File: src/rtl/automata_stream_ctrl.sv
// Sequences one NFA automaton over a byte stream: reset/start-of-data, run gating,
// offset tagging of non-zero report vectors and a first-word-fall-through report FIFO.
module automata_stream_ctrl #(
  parameter int N_REPORT   = 4,
  parameter int OFFSET_W   = 16,
  parameter int FIFO_DEPTH = 8,
  parameter int RST_CYCLES = 2
) (
  input  logic                         clk,
  input  logic                         reset,
  input  logic                         start,
  output logic                         busy,
  output logic                         done,
  input  logic                         in_valid,
  output logic                         in_ready,
  input  logic [7:0]                   in_data,
  input  logic                         in_last,
  output logic                         auto_reset,
  output logic                         auto_run,
  output logic [7:0]                   auto_symbols,
  input  logic [N_REPORT-1:0]          auto_report,
  output logic                         rpt_valid,
  input  logic                         rpt_ready,
  output logic [OFFSET_W+N_REPORT-1:0] rpt_data,
  output logic [OFFSET_W-1:0]          symbol_count,
  output logic                         offset_wrap
);

  localparam int AW    = $clog2(FIFO_DEPTH);
  localparam int CNT_W = AW + 1;
  localparam int RC_W  = $clog2(RST_CYCLES + 1);
  localparam int REC_W = OFFSET_W + N_REPORT;

  typedef enum logic [2:0] {IDLE, ARST, STREAM, DRAIN, FLUSH} state_t;

  state_t              state_reg, state_next;
  logic [RC_W-1:0]     rst_cnt_reg;
  logic                run_q, sample_q;
  logic [7:0]          symbols_reg;
  logic [OFFSET_W-1:0] count_reg, offset_q, sample_off_q;
  logic                wrap_reg;
  logic [REC_W-1:0]    fifo_mem [FIFO_DEPTH];
  logic [AW-1:0]       wr_ptr_reg, rd_ptr_reg;
  logic [CNT_W-1:0]    fill_reg, pending;
  logic                accept, push, pop, fifo_empty;

  assign fifo_empty   = (fill_reg == '0);
  assign rpt_valid    = !fifo_empty;
  assign rpt_data     = fifo_mem[rd_ptr_reg];
  assign pop          = rpt_valid && rpt_ready;
  assign push         = sample_q && (auto_report != '0);
  assign accept       = in_valid && in_ready;
  assign auto_run     = run_q;
  assign auto_symbols = symbols_reg;
  assign symbol_count = count_reg;
  assign offset_wrap  = wrap_reg;

  // Reports still in the automaton pipeline are counted against free space, so
  // one FIFO slot always stays free for the in-flight sample.
  assign pending = fill_reg + CNT_W'(run_q) + CNT_W'(sample_q);

  always_comb begin
    state_next = state_reg;
    busy       = 1'b1;
    done       = 1'b0;
    auto_reset = 1'b0;
    in_ready   = 1'b0;
    case (state_reg)
      IDLE: begin
        busy       = 1'b0;
        auto_reset = 1'b1;
        if (start) state_next = ARST;
      end
      ARST: begin
        auto_reset = 1'b1;
        if (rst_cnt_reg == RC_W'(RST_CYCLES - 1)) state_next = STREAM;
      end
      STREAM: begin
        in_ready = (pending <= CNT_W'(FIFO_DEPTH - 2));
        if (in_valid && in_ready && in_last) state_next = DRAIN;
      end
      DRAIN: begin
        // Last sample is the one with no run pulse behind it.
        if (sample_q && !run_q) state_next = FLUSH;
      end
      FLUSH: begin
        if (fifo_empty) begin
          done       = 1'b1;
          state_next = IDLE;
        end
      end
      default: state_next = IDLE;
    endcase
  end

  always_ff @(posedge clk) begin
    if (reset) begin
      state_reg    <= IDLE;
      rst_cnt_reg  <= '0;
      run_q        <= 1'b0;
      sample_q     <= 1'b0;
      symbols_reg  <= '0;
      count_reg    <= '0;
      offset_q     <= '0;
      sample_off_q <= '0;
      wrap_reg     <= 1'b0;
      wr_ptr_reg   <= '0;
      rd_ptr_reg   <= '0;
      fill_reg     <= '0;
    end else begin
      state_reg   <= state_next;
      rst_cnt_reg <= (state_reg == ARST) ? rst_cnt_reg + RC_W'(1) : '0;
      run_q       <= accept;
      sample_q    <= run_q;
      if (run_q) sample_off_q <= offset_q;
      if (state_reg == IDLE && start) begin
        count_reg <= '0;
        wrap_reg  <= 1'b0;
      end else if (accept) begin
        symbols_reg <= in_data;
        offset_q    <= count_reg;
        count_reg   <= count_reg + OFFSET_W'(1);
        if (&count_reg) wrap_reg <= 1'b1;
      end
      if (push) wr_ptr_reg <= wr_ptr_reg + AW'(1);
      if (pop)  rd_ptr_reg <= rd_ptr_reg + AW'(1);
      case ({push, pop})
        2'b10:   fill_reg <= fill_reg + CNT_W'(1);
        2'b01:   fill_reg <= fill_reg - CNT_W'(1);
        default: fill_reg <= fill_reg;
      endcase
    end
  end

  always_ff @(posedge clk) begin
    if (push) fifo_mem[wr_ptr_reg] <= {sample_off_q, auto_report};
  end

endmodule

File: config.mk
export PLATFORM = sky130hd
export DESIGN_NAME = automata_stream_ctrl
export DESIGN_NICKNAME = d
export VERILOG_FILES = /design/src/rtl/automata_stream_ctrl.sv
export SDC_FILE = /design/constraint.sdc
export NUM_CORES = 1
export LEC_CHECK = 0
export BUFFER_PORTS_ARGS = -buffer_cell sky130_fd_sc_hd__buf_2
export CAP_MARGIN = 20
export CORE_ASPECT_RATIO = 0.8
export CORE_MARGIN = 5
export CORE_UTILIZATION = 60
export CTS_BUF_LIST = sky130_fd_sc_hd__clkbuf_4
export CTS_CLUSTER_SIZE = 28
export DETAILED_ROUTE_END_ITERATION = 16
export PLACE_DENSITY = 0.82
export SYNTH_ARGS = -nofsm -noshare
export SYNTH_HDL_FRONTEND = slang
export SYNTH_SLANG_ARGS = --single-unit
File: constraint.sdc
create_clock -name clk -period 3.7 [get_ports clk]
set_clock_uncertainty 0.2 [all_clocks]
set_input_delay 0.74 -clock clk [delete_from_list [all_inputs] [get_ports clk]]
set_output_delay 0.74 -clock clk [all_outputs]
set_load 0.1 [all_outputs]
==> results.toml, run 1 <==
[critical_path]
cp_num_buf_inv = 1
r2r_slack_ns = 0.58
r2r-start = "fill_reg[3]"
crit_path_end_kind = "output pin"
worstSetupStartpointType = "flop"
critPathMaxFanout = 4
worst_path_max_delay_cell = "fa_1"
arrival_ns = 2.57
rr_endpoint = "fill_reg[3]"
crit_type = "reg -> out"
critical_path_required_ns = 2.76
reg2reg_depth = 9
endpoint = "in_ready"
max_stage_delay_ns = 0.46
path_cells = "fa_1 > ha_1 > nand2_1 > or2_2 > and3_1 > buf_12"
crit_path_start = "sample_q"
cp.depth = 6
crit_family = "adder cells"

[power]
vdd_drop_max_uv = 331
leakage_uw = 0.00378
seq_power_share = 0.558
p_int_uw = 3960
switching_power_uw = 1060
powerDensity_nw_per_um2 = 462
p_comb_frac = 0.023
clock_power_share = 0.419
netSwitchingFraction = 0.211

[detailed_routing]
ant_nets = 0
wl_per_cell_um = 19.5
wirelength_um = 19300
dr.pass1.iters = 5
drt_iter0_markers = 441
drc = 0
drt-vias-per-instance = 5.83
vias = 5782

[synth]
synth_area_sq_um = 9430
ys_types = 46
synth_warnings = 0
syn_inst = 626
synth_ff_type = "edfxtp_1"
ys_seq_area_frac = 0.673
synth_edf_count = 160
synth.avg_cell_area_sq_um = 15.1
async_reset_ff_frac = 0
ys_seq_elements = 237
syn_nets = 654

[place]
gp_congestion = 0.779
hpwlAfterDp_um = 12000
pre_cts_ws_ns = 0.401
port_buffers = 68

[cells_and_area]
utilization = 0.697
drive_gt1_frac = 0.331
largest-register = "fifo_mem"
n_antenna_cell = 0
final_common_cell = "edfxtp_1"
largest_register_ff_count = 160
area_growth_pct = 15.3
layout_common_cells = "edfxtp_1 (160), clkbuf_4 (86), dfxtp_1 (76)"
fin_nets = 760

[clocking]
cts_root_buffer = "clkbuf_4"
path_clk_slew_ns = 0.07
clockBufferDepth = 3
htreeDepth = 2
cts_tree = "done"
cts.sinks = 237
numCtsBuffers = 55
clock_latency_ns = 0.66

[global_route]
grt_pass1_vias = 5996
grt_antenna_before_repair = 0
track_usage = 0.221
grt_pass1_wl_um = 31300
overflow = 0
grt_max_degree = 52

[sta]
finalHoldViolCount = 0
setup_tns_ns = 0
period_minus_slack_ns = 3.51
finalSetupViolCount = 0
post-route-period-util = 0.948
worst_slew_pin_slew_ns = 0.907
fmax_mhz = 285
fin_ws_ns = 0.191
slew_headroom = 0.396
rsz0062_at_grt = "false"
drv_slew = 0

[worst_hold_path]
hold_start = "in_data[0]"
hp-class = "in -> reg"

[floorplan]
core_area_sq_um = 15600
die_w_um = 150
dieArea_sq_um = 18300
ios = 69
initial_utilization = 0.605
fp.dieH_um = 122
rows = 41

[run]
max_cap_violations = 0

[status]
status = "complete, no violations"
## logic make-up after synthesis
family | share of synthesized area
buf+inv | 0.0222
mux | 0.152
flops | 0.673
xor+xnor | 0.00743
compound gates | 0.0442
fa+ha+maj | 0.0149
simple gates | 0.0859
## through the flow
stage / cell area [sq um] / hold slack [ns] / instances / total power (uW)
2_1_floorplan: 9430 / 0.199 / 626 / 2940
6_report: 10900 / 0.146 / 992 / 5030
3_3_place_gp: 10100 / 0.206 / 890 / 2970
3_5_place_dp: 10100 / 0.216 / 890 / 2980
4_1_cts: 10900 / 0.0878 / 992 / 5080
5_1_grt: 10900 / 0.105 / 992 / 5230
## worst register-to-register path, stage by stage, from the launching register on
cell,delay [ns]
dfxtp_1,0.41
or4_1,0.69
nand2_1,0.18
inv_1,0.06
ha_1,0.23
ha_1,0.29
a21o_1,0.19
a21oi_1,0.21
mux2i_1,0.22
mux2_2,0.35
## power groups by stage
stage	Combinational (uW)	Clock [uW]	Sequential [uW]
finish	116	2100	2810
global route	124	2310	2800
CTS	115	2160	2810
detailed placement	115	0	2860
global placement	111	0	2860
floorplan	75.4	0	2870
## how the worst min path moves through the flow
stage                      end  slack (ns)  cells after the start
6_report       auto_symbols[0]        0.15                      3
3_5_place_dp    rst_cnt_reg[0]        0.22                      1
4_1_cts        auto_symbols[0]        0.09                      3
3_3_place_gp    rst_cnt_reg[0]        0.21                      1
5_1_grt        auto_symbols[2]        0.11                      3
2_1_floorplan   rst_cnt_reg[0]        0.20                      1
## layout make-up
class                      instances  area (sq um)
clock buffer                      86           646
clock inverter                    16          90.1
fill                            1064          4730
inverter                           6          22.5
multi-input combinational        341          2930
sequential                       237          6350
tap                              215           269
timing repair buffer              91           566
## timing repair
item | CTS | global route
resized for setup | 0 | 1
setup endpoints to repair | 0 | 1
hold buffers | 0 | 0
buffers inserted | 0 | 0
## metal layers
metal	vias to the layer above	global-route usage	share of wire
li1	2659	-	-
met4	0	0.0840	0.019
met2	197	0.366	0.51
met3	37	0.0431	0.060
met1	2889	0.294	0.41
met5	-	0	0
## synthesized netlist by cell type (7+ instances only)
master | number | share of area
dfxtp_1 | 77 | 0.16
nor2_1 | 37 | 0.015
nand2_1 | 26 | 0.010
nand3_1 | 37 | 0.020
clkbuf_1 | 25 | 0.010
nor4_1 | 7 | 0.0046
mux2_2 | 21 | 0.025
edfxtp_1 | 160 | 0.51
a21oi_1 | 31 | 0.016
ha_1 | 8 | 0.011
or3_1 | 14 | 0.0093
o21ai_0 | 27 | 0.014
mux2i_1 | 30 | 0.032
mux4_2 | 40 | 0.096
buf_2 | 10 | 0.0053
No activity file was read; power rests on OpenSTA's default activity.
==> inputs of run 2 (changes only) <==
Settings changed: CTS_BUF_LIST sky130_fd_sc_hd__clkbuf_4 to sky130_fd_sc_hd__clkbuf_2 sky130_fd_sc_hd__clkbuf_4 sky130_fd_sc_hd__clkbuf_8.
==> run 2 against run 1 <==
  * Via count fell by 2.2%
  * Global-route usage down 0.42 points
  * Fmax rose by 3.9%
  * Utilization about the same
  * Cell area barely moved
  * Clock power grew 3%
  * Clock-buffer cell count decreased by 33
==> results.toml, run 2 (synthesis results as in run 1) <==
[status]
status = "complete, no violations"

[power]
seq_power_share = 0.552
clock_power_share = 0.425
p_comb_frac = 0.023
switching_power_uw = 1030
leakage_uw = 0.00372
vdd_drop_max_uv = 279
p_int_uw = 4060
finalPower_uw = 5080
netSwitchingFraction = 0.202
powerDensity_nw_per_um2 = 468

[worst_hold_path]
hold_start = "rst_cnt_reg[0]"
hp-class = "reg -> reg"

[critical_path]
worstSetupStartpointType = "flop"
critPathMaxFanout = 4
r2r-start = "fill_reg[3]"
crit_type = "reg -> out"
critical_path_required_ns = 2.76
arrival_ns = 2.44
crit_path_start = "sample_q"
crit_path_end_kind = "output pin"

[cells_and_area]
largest_register_ff_count = 160
utilization = 0.697
largest-register = "fifo_mem"
n_antenna_cell = 0
fin_nets = 742
drive_gt1_frac = 0.303
final_common_cell = "edfxtp_1"
area_growth_pct = 15.2
layout_common_cells = "edfxtp_1 (160), dfxtp_1 (76), buf_2 (67)"

[clocking]
clockBufferDepth = 3
clock_latency_ns = 0.49
cts_root_buffer = "clkbuf_8"
htreeDepth = 2
hold_buffers = 0
path_clk_slew_ns = 0.06
post_cts_buffers = 0
cts.sinks = 237
cts_resized = 0
numCtsBuffers = 37
cts_tree = "done"

[detailed_routing]
drc = 0
wirelength_um = 19000
ant_nets = 0
drt-vias-per-instance = 5.93
dr.pass1.iters = 4
drt_iter0_markers = 433
vias = 5655
wl_per_cell_um = 19.9

[floorplan]
die_w_um = 150
rows = 41
fp.dieH_um = 122
dieArea_sq_um = 18300
ios = 69
initial_utilization = 0.605
core_area_sq_um = 15600

[global_route]
grt_antenna_before_repair = 0
overflow = 0
grt_max_degree = 52
track_usage = 0.217
grt_pass1_vias = 5830
grt_pass1_wl_um = 31100

[sta]
rsz0062_at_grt = "false"
worst_slew_pin_slew_ns = 0.903
finalSetupViolCount = 0
post-route-period-util = 0.912
drv_slew = 0
finalHoldViolCount = 0
fmax_mhz = 296
setup_tns_ns = 0
period_minus_slack_ns = 3.38
slew_headroom = 0.398

[place]
port_buffers = 68
gp_congestion = 0.779
hpwlAfterDp_um = 12000

[run]
max_cap_violations = 0
[run 2: cell types whose count changed in the layout (fill, tap and decap cells not counted)]
cell,previous run,this run
xnor2_1,0,1
clkinv_1,11,5
clkbuf_4,86,11
inv_6,0,1
xnor2_2,2,1
clkbuf_8,0,42
inv_2,1,0
clkinvlp_4,0,1
[run 2: worst paths after layout]
check,depth (start not counted),slack [ns],end
worst max-delay path,6,0.32,in_ready
worst min-delay path,1,0.22,rst_cnt_reg[0]
worst max register to register,9,0.58,fill_reg[3]
worst min register to register,1,0.22,rst_cnt_reg[0]
[run 2: final cells by class]
type | count | area, sq um
Clock buffer | 53 | 661
Clock inverter | 11 | 80.1
Fill cell | 1032 | 4730
Inverter | 6 | 22.5
Multi-Input combinational cell | 341 | 2920
Sequential cell | 237 | 6350
Tap cell | 215 | 269
Timing Repair Buffer | 91 | 566
[run 2: power by group through the flow]
stage	Clock [uW]	Sequential, uW	Combinational [uW]
4_1_cts	2200	2810	115
3_3_place_gp	0	2860	111
3_5_place_dp	0	2860	115
6_report	2160	2810	115
2_1_floorplan	0	2870	75.4
5_1_grt	2340	2810	124
[run 2: stage by stage]
step | setup slack (ns) | instances | area (sq um) | hold slack (ns)
2_1_floorplan | 0.00224 | 626 | 9430 | 0.199
3_3_place_gp | 0.501 | 890 | 10100 | 0.206
3_5_place_dp | 0.401 | 890 | 10100 | 0.216
4_1_cts | 0.318 | 954 | 10900 | 0.224
5_1_grt | 0.189 | 954 | 10900 | 0.237
6_report | 0.324 | 954 | 10900 | 0.220
[run 2: layer usage]
layer  wire [um]  up-vias  global-route usage  share of wire
met5           0        -                   0              0
met4         203        0              0.0440          0.011
met1        8080     2867               0.301           0.43
li1            -     2581                   -              -
met2        9690      186               0.367           0.51
met3         998       21              0.0376          0.053
[run 2: critical path, stage by stage, from the launching register on]
cell,delay (ns)
dfxtp_1,0.36
fa_1,0.46
ha_1,0.22
xnor2_1,0.34
or2_2,0.19
and3_1,0.20
buf_12,0.18
